$ cat config.mk
export PLATFORM = sky130hd
export DESIGN_NAME = hdmi_rgb565_pack_flat
export DESIGN_NICKNAME = d
export VERILOG_FILES = /design/src/rtl/hdmi_rgb565_pack_if.sv /design/src/rtl/hdmi_rgb565_pack.sv /design/src/flat_wrapper.sv
export SDC_FILE = /design/constraint.sdc
export NUM_CORES = 1
export LEC_CHECK = 0
export CORE_MARGIN = 2
export CORE_UTILIZATION = 45
export CTS_CLUSTER_SIZE = 10
export DETAILED_ROUTE_END_ITERATION = 10
export PLACE_DENSITY = 0.67
export SYNTH_ARGS = -nofsm -noshare
export SYNTH_HDL_FRONTEND = slang
export SYNTH_SLANG_ARGS = --single-unit
$ cat constraint.sdc
create_clock -name wframe_pclk -period 11.8 [get_ports wframe_pclk]
set_input_delay 2.36 -clock wframe_pclk [delete_from_list [all_inputs] [get_ports wframe_pclk]]
set_output_delay 2.36 -clock wframe_pclk [all_outputs]
set_load 0.01 [all_outputs]
$ cat src/rtl/hdmi_rgb565_pack_if.sv
// Pixel-side bus of hdmi_rgb565_pack: ADV7611 video in, packed frame-buffer words and error flags out.
interface hdmi_rgb565_pack_if;
  logic        vin_vsync;
  logic        vin_de;
  logic [23:0] vin_data;
  logic        err_clr;
  logic        wframe_vsync;
  logic        wframe_data_en;
  logic [63:0] wframe_data;
  logic        line_err;
  logic        frame_err;

  modport master (
    output vin_vsync, vin_de, vin_data, err_clr,
    input  wframe_vsync, wframe_data_en, wframe_data, line_err, frame_err
  );

  modport slave (
    input  vin_vsync, vin_de, vin_data, err_clr,
    output wframe_vsync, wframe_data_en, wframe_data, line_err, frame_err
  );
endinterface

$ cat src/rtl/hdmi_rgb565_pack.sv
// Converts ADV7611 RGB888 to RGB565, crops to H_ACTIVE x V_ACTIVE and packs four pixels
// per 64-bit word for the frame-buffer write FIFO. Two-stage pipe: input register, then pack/output.
module hdmi_rgb565_pack #(
  parameter int unsigned H_ACTIVE = 640,
  parameter int unsigned V_ACTIVE = 480,
  parameter logic        VS_POL   = 1'b1
) (
  input logic               wframe_pclk,
  input logic               wframe_rst,
  hdmi_rgb565_pack_if.slave bus
);

  localparam logic [10:0] H_LIM   = 11'(H_ACTIVE);
  localparam logic [10:0] V_LIM   = 11'(V_ACTIVE);
  localparam logic [10:0] CNT_MAX = '1;

  typedef enum logic [1:0] {
    S_SYNC,
    S_FRAME,
    S_LINE,
    S_LINE_END
  } state_t;

  state_t      state_q, state_d;
  logic        vs1_q;
  logic        de1_q;
  logic [15:0] pix1_q;
  logic [10:0] x_q, x_d;
  logic [10:0] y_q, y_d;
  logic [1:0]  lane_q, lane_d;
  logic [63:0] pack_q, pack_d;
  logic        vsync_q;
  logic        data_en_q, data_en_d;
  logic [63:0] data_q, data_d;
  logic        line_err_q, line_err_d;
  logic        frame_err_q, frame_err_d;
  logic        vs_rise;
  logic        pix_en;
  logic [10:0] y_end;

  // vsync_q is the stage-1 vsync one cycle later, so it doubles as the edge-detect history.
  assign vs_rise = vs1_q & ~vsync_q;

  always_comb begin
    state_d     = state_q;
    x_d         = x_q;
    y_d         = y_q;
    lane_d      = lane_q;
    pack_d      = pack_q;
    data_en_d   = 1'b0;
    data_d      = data_q;
    line_err_d  = line_err_q & ~bus.err_clr;
    frame_err_d = frame_err_q & ~bus.err_clr;
    pix_en      = 1'b0;
    y_end       = (y_q == CNT_MAX) ? y_q : y_q + 11'd1;

    case (state_q)
      S_SYNC: begin
        if (vs_rise) begin
          state_d = S_FRAME;
          x_d     = '0;
          y_d     = '0;
          lane_d  = '0;
          pack_d  = '0;
        end
      end

      S_FRAME, S_LINE_END: begin
        state_d = S_FRAME;
        if (vs_rise) begin
          if (y_q != V_LIM) frame_err_d = 1'b1;
          x_d    = '0;
          y_d    = '0;
          lane_d = '0;
          pack_d = '0;
        end
        if (de1_q) begin
          state_d = S_LINE;
          pix_en  = 1'b1;
        end
      end

      S_LINE: begin
        // A vsync edge inside a line closes the line first, then runs the frame check on the updated count.
        if (!de1_q || vs_rise) begin
          if (lane_q != 2'd0) begin
            data_en_d = 1'b1;
            data_d    = pack_q;
          end
          if (y_q < V_LIM && x_q != H_LIM) line_err_d = 1'b1;
          x_d     = '0;
          lane_d  = '0;
          pack_d  = '0;
          y_d     = y_end;
          state_d = S_LINE_END;
          if (vs_rise) begin
            if (y_end != V_LIM) frame_err_d = 1'b1;
            y_d     = '0;
            state_d = S_FRAME;
          end
        end else begin
          pix_en = 1'b1;
        end
      end

      default: state_d = S_SYNC;
    endcase

    if (pix_en && x_d < H_LIM && y_d < V_LIM) begin
      if (lane_d == 2'd3) begin
        data_en_d = 1'b1;
        data_d    = {pix1_q, pack_d[47:0]};
        pack_d    = '0;
        lane_d    = '0;
      end else begin
        pack_d[{lane_d, 4'b0000} +: 16] = pix1_q;
        lane_d = lane_d + 2'd1;
      end
    end
    if (pix_en && x_d != CNT_MAX) x_d = x_d + 11'd1;
  end

  always_ff @(posedge wframe_pclk or posedge wframe_rst) begin
    if (wframe_rst) begin
      vs1_q       <= 1'b0;
      de1_q       <= 1'b0;
      pix1_q      <= '0;
      state_q     <= S_SYNC;
      x_q         <= '0;
      y_q         <= '0;
      lane_q      <= '0;
      pack_q      <= '0;
      vsync_q     <= 1'b0;
      data_en_q   <= 1'b0;
      data_q      <= '0;
      line_err_q  <= 1'b0;
      frame_err_q <= 1'b0;
    end else begin
      vs1_q       <= bus.vin_vsync ^ ~VS_POL;
      de1_q       <= bus.vin_de;
      pix1_q      <= {bus.vin_data[23:19], bus.vin_data[15:10], bus.vin_data[7:3]};
      state_q     <= state_d;
      x_q         <= x_d;
      y_q         <= y_d;
      lane_q      <= lane_d;
      pack_q      <= pack_d;
      vsync_q     <= vs1_q;
      data_en_q   <= data_en_d;
      data_q      <= data_d;
      line_err_q  <= line_err_d;
      frame_err_q <= frame_err_d;
    end
  end

  assign bus.wframe_vsync   = vsync_q;
  assign bus.wframe_data_en = data_en_q;
  assign bus.wframe_data    = data_q;
  assign bus.line_err       = line_err_q;
  assign bus.frame_err      = frame_err_q;

endmodule
$ cat src/flat_wrapper.sv
// flat-port wrapper written by rule: the top's interface ports become plain ports
module hdmi_rgb565_pack_flat 
#(
  parameter int unsigned H_ACTIVE = 640,
  parameter int unsigned V_ACTIVE = 480,
  parameter logic        VS_POL   = 1'b1
)
  (wframe_pclk, wframe_rst, bus_vin_vsync, bus_vin_de, bus_vin_data, bus_err_clr, bus_wframe_vsync, bus_wframe_data_en, bus_wframe_data, bus_line_err, bus_frame_err);
  hdmi_rgb565_pack_if bus_i ();
  input logic wframe_pclk;
  input logic wframe_rst;
  input wire logic [$bits(bus_i.vin_vsync)-1:0] bus_vin_vsync;
  input wire logic [$bits(bus_i.vin_de)-1:0] bus_vin_de;
  input wire logic [$bits(bus_i.vin_data)-1:0] bus_vin_data;
  input wire logic [$bits(bus_i.err_clr)-1:0] bus_err_clr;
  output wire logic [$bits(bus_i.wframe_vsync)-1:0] bus_wframe_vsync;
  output wire logic [$bits(bus_i.wframe_data_en)-1:0] bus_wframe_data_en;
  output wire logic [$bits(bus_i.wframe_data)-1:0] bus_wframe_data;
  output wire logic [$bits(bus_i.line_err)-1:0] bus_line_err;
  output wire logic [$bits(bus_i.frame_err)-1:0] bus_frame_err;
  assign bus_i.vin_vsync = bus_vin_vsync;
  assign bus_i.vin_de = bus_vin_de;
  assign bus_i.vin_data = bus_vin_data;
  assign bus_i.err_clr = bus_err_clr;
  assign bus_wframe_vsync = bus_i.wframe_vsync;
  assign bus_wframe_data_en = bus_i.wframe_data_en;
  assign bus_wframe_data = bus_i.wframe_data;
  assign bus_line_err = bus_i.line_err;
  assign bus_frame_err = bus_i.frame_err;
  hdmi_rgb565_pack #(.H_ACTIVE(H_ACTIVE), .V_ACTIVE(V_ACTIVE), .VS_POL(VS_POL)) u_core (.wframe_pclk(wframe_pclk), .wframe_rst(wframe_rst), .bus(bus_i));
endmodule
==> results.py <==
metrics = {
    "clocking": {
        "ctsHtreeMaxLevel": 4,
        "cts_hold_buf": 0,
        "clk_path_buf_depth": 2,
        "insertion_delay_ns": 0.43,
        "cts.repair.resized": 0,
        "cts_inserted_buffers": 17,
        "cts.sinks": 176,
        "root_buffer": "clkbuf_16",
        "cts_setup_buffers": 0,
        "cts_tree": "yes",
        "cts.clk_slew.worst_paths_ns": 0.06,
    },
    "global_route": {
        "globalRouteMet1Util_pct": 28.7,
        "vias_in_the_first_global_route": 4986,
        "grt.busiest_layer": "met1",
        "grt_util_all_layers_pct": 19.1,
        "grt_pass1_wl_mm": 26.6,
        "grt_remaining_overflow": 0,
        "met3_usage_pct": 4.10,
        "grt_max_degree": 112,
        "initial_antenna_violation_count": 0,
        "grtUsageMet2_pct": 28.1,
    },
    "drt": {
        "drt-vias-per-instance": 5.68,
        "drt-pass1-iter-count": 4,
        "drt_first_iter_violations": 429,
        "post_drt_wl_per_cell_um": 18.2,
        "detailroute.via_count": 5058,
        "ant_nets": 0,
        "detail_route.wirelength_mm": 16.2,
        "drt_drc_violations_left": 0,
    },
    "worst_setup_path": {
        "reg2reg_from": "u_core.vs1_q",
        "setup.worst_path.class": "flop to flop",
        "critical_path_required_ns": 12.16,
        "ff2ff_path_depth": 12,
        "start_kind": "flop",
        "r2r_end": "u_core.bus.wframe_data[11]",
        "critPathArrivalTime_ns": 4.79,
        "worstSetupEndpointType": "flop",
        "critical_path.max_fanout": 48,
        "timing.reg2reg.setup_slack_ns": 7.36,
        "timing.critical_path.to": "u_core.bus.wframe_data[11]",
        "crit_path_start": "u_core.vs1_q",
    },
    "sta": {
        "max_clock_freq_mhz": 225,
        "finalClockSkew_ns": 0.0103,
        "setup-violations-final": 0,
        "period_utilisation_layout_pct": 37.6,
        "hold_violations": 0,
        "setup_slack_ns": 7.36,
        "max_slew.worst_pin.slew_ns": 1.19,
        "crit_path_time_final_ns": 4.44,
        "setup_repair_after_global_routing_missed_its_margin": "no",
        "timing_max_transition_violations_final": 0,
        "setup-tns-final_ns": 0,
        "slew_headroom_pct": 20.1,
    },
    "pwr": {
        "sw_frac_of_total_pct": 27.2,
        "leakage_nw": 4.21,
        "power-per-cell-area_nw_per_um2": 190,
        "cellInternalPower_mw": 1.26,
        "power_frac_clock_pct": 36.3,
        "power.ir.vdd_worst_v": 0.000112,
        "pwr-share-comb_pct": 21.0,
        "p_total_mw": 1.73,
        "flop_pwr_share_pct": 42.8,
        "net-switching-power_mw": 0.470,
    },
    "synthesis": {
        "synth-seq-area-share_pct": 59.0,
        "synth_fp_nets": 623,
        "postSynthAreaPerCell_um2": 12.7,
        "syn_area_um2": 7470,
        "netlist-cell-type-count": 61,
        "synth_seq_cells": 176,
        "most_frequently_used_flop_master_after_synthesis": "dfrtp_1",
        "synth_cells": 586,
        "synth-edff-count": 0,
        "ys.warnings.count": 0,
        "yosysMostFrequentCell": "dfrtp_1",
        "yosys.area.top_type_share_pct": 59.0,
        "async_reset_ff_share_pct": 100,
        "yosys.area.top_type": "dfrtp_1",
        "yosys-top-cells-area": "dfrtp_1 (59%), a22o_1 (9.4%), mux2_2 (2.7%), mux2_4 (2.6%), o2bb2ai_2 (2.0%)",
        "synth_top_cells_by_count": "dfrtp_1 (176), a22o_1 (80), nand2_1 (37)",
    },
    "cells_and_area": {
        "post_layout_nonfiller_instances": 891,
        "layout_cells_sized_above_1_pct": 14.2,
        "num-nets-final": 695,
        "area.growth.synth_to_final_pct": 22.1,
        "diodes": 0,
    },
    "job": {
        "drv.max_cap_violation_count": 0,
    },
    "placed_design": {
        "placedCellCount": 859,
        "gp_congestion": 0.846,
        "io_buffer_count": 88,
        "pre_cts_ws_ns": 7.30,
        "dp_hpwl_mm": 10.6,
    },
    "floorplanning": {
        "initial_utilization_pct": 45.5,
        "row_count": 47,
        "fp.dieArea_um2": 17600,
        "coreArea_um2": 16400,
        "design.portCount": 97,
        "floorplan.die.height_um": 133,
        "die_width_um": 133,
    },
    "min_path": {
        "hold_path_class": "flop to flop",
    },
    "outcome": {
        "run_status": "finished clean",
    },
}
## final cells by class
type,instances,area (um^2)
Clock inverter,13,220
Timing Repair Buffer,93,918
Multi-Input combinational cell,359,2810
Sequential cell,176,4400
Inverter,11,46.3
Clock buffer,19,443
Tap cell,220,275
Fill cell,1280,7290
## sequential cells by signal, indices dropped and copies added, names as in the netlist, 2 cells and up
name	cells
u_core.x_q	11
u_core.state_q	2
u_core.y_q	11
u_core.bus.wframe_data	64
u_core.pack_q	64
u_core.pix1_q	16
u_core.lane_q	2
## cell families (layout without fill, tap and decap cells)
group	Yosys count	count (layout)	share of synthesized area, %
AO/OA/AOI/OAI	148	148	17.6
XOR/XNOR	10	10	1.17
adder cells (fa/ha/maj)	8	8	1.34
buffers and inverters	51	136	3.47
flip-flops	176	176	59.0
multiplexers	35	35	5.86
AND/OR/NAND/NOR	158	158	11.6
## power by group through the flow
stage               Combinational [mW]  Sequential [mW]  Clock (mW)
floorplan                        0.199            0.756           0
global placement                 0.355            0.748           0
detailed placement               0.364            0.750           0
CTS                              0.366            0.740       0.634
global route                     0.394            0.750       0.662
finish                           0.363            0.740       0.628
## layer usage
layer  wire (um)  up-vias
met1        8030     2562
met4         195        0
li1            -     2323
met2        7150      157
met3         808       16
met5           0        -
## through the flow
step	instance area, um^2	hold WS [ns]	utilization (%)
after floorplan	7470	0.368	-
after global placement	8450	0.380	51.5
after detailed placement	8450	0.398	51.5
after CTS	9120	0.414	55.6
after global routing	9120	0.449	55.6
final	9120	0.415	55.6
## worst min path at each step
stage	start	to	slack, ns	cells after the start
6_report	u_core.vs1_q	u_core.bus.wframe_vsync	0.41	0
5_1_grt	u_core.vs1_q	u_core.bus.wframe_vsync	0.45	0
4_1_cts	u_core.vs1_q	u_core.bus.wframe_vsync	0.41	0
3_5_place_dp	u_core.vs1_q	u_core.bus.wframe_vsync	0.40	0
3_3_place_gp	u_core.vs1_q	u_core.bus.wframe_vsync	0.38	0
2_1_floorplan	u_core.vs1_q	u_core.bus.wframe_vsync	0.37	0
## layout by cell type, fill, tap and decap left out, types with 5 or more instances in the layout
| master | count |
|---|---|
| a41oi_1 | 8 |
| inv_1 | 9 |
| nand2_1 | 37 |
| dfrtp_1 | 176 |
| clkbuf_16 | 17 |
| nor2_1 | 29 |
| nand4_1 | 7 |
| a22o_1 | 80 |
| buf_4 | 5 |
| nand3_1 | 10 |
| a21oi_1 | 10 |
| mux2_4 | 13 |
| o2bb2ai_1 | 6 |
| bufinv_16 | 5 |
| mux2_2 | 18 |
| nor4_1 | 5 |
| nor2b_1 | 18 |
| inv_6 | 5 |
| clkdlybuf4s50_1 | 88 |
| xnor2_1 | 8 |
| o21ai_0 | 7 |
| and3_1 | 22 |
| ha_1 | 8 |
| o2bb2ai_2 | 10 |
## critical path: stages (launching register included)
cell	delay [ns]
dfrtp_1	0.40
nor2b_1	0.30
nor2_1	0.16
buf_4	0.26
nand2_1	0.23
inv_1	0.14
ha_1	0.61
clkinv_1	0.69
a311o_1	0.51
a311o_1	0.27
nand2_1	0.08
buf_4	0.43
a22o_1	0.24
(Power assumes the default switching activity.)
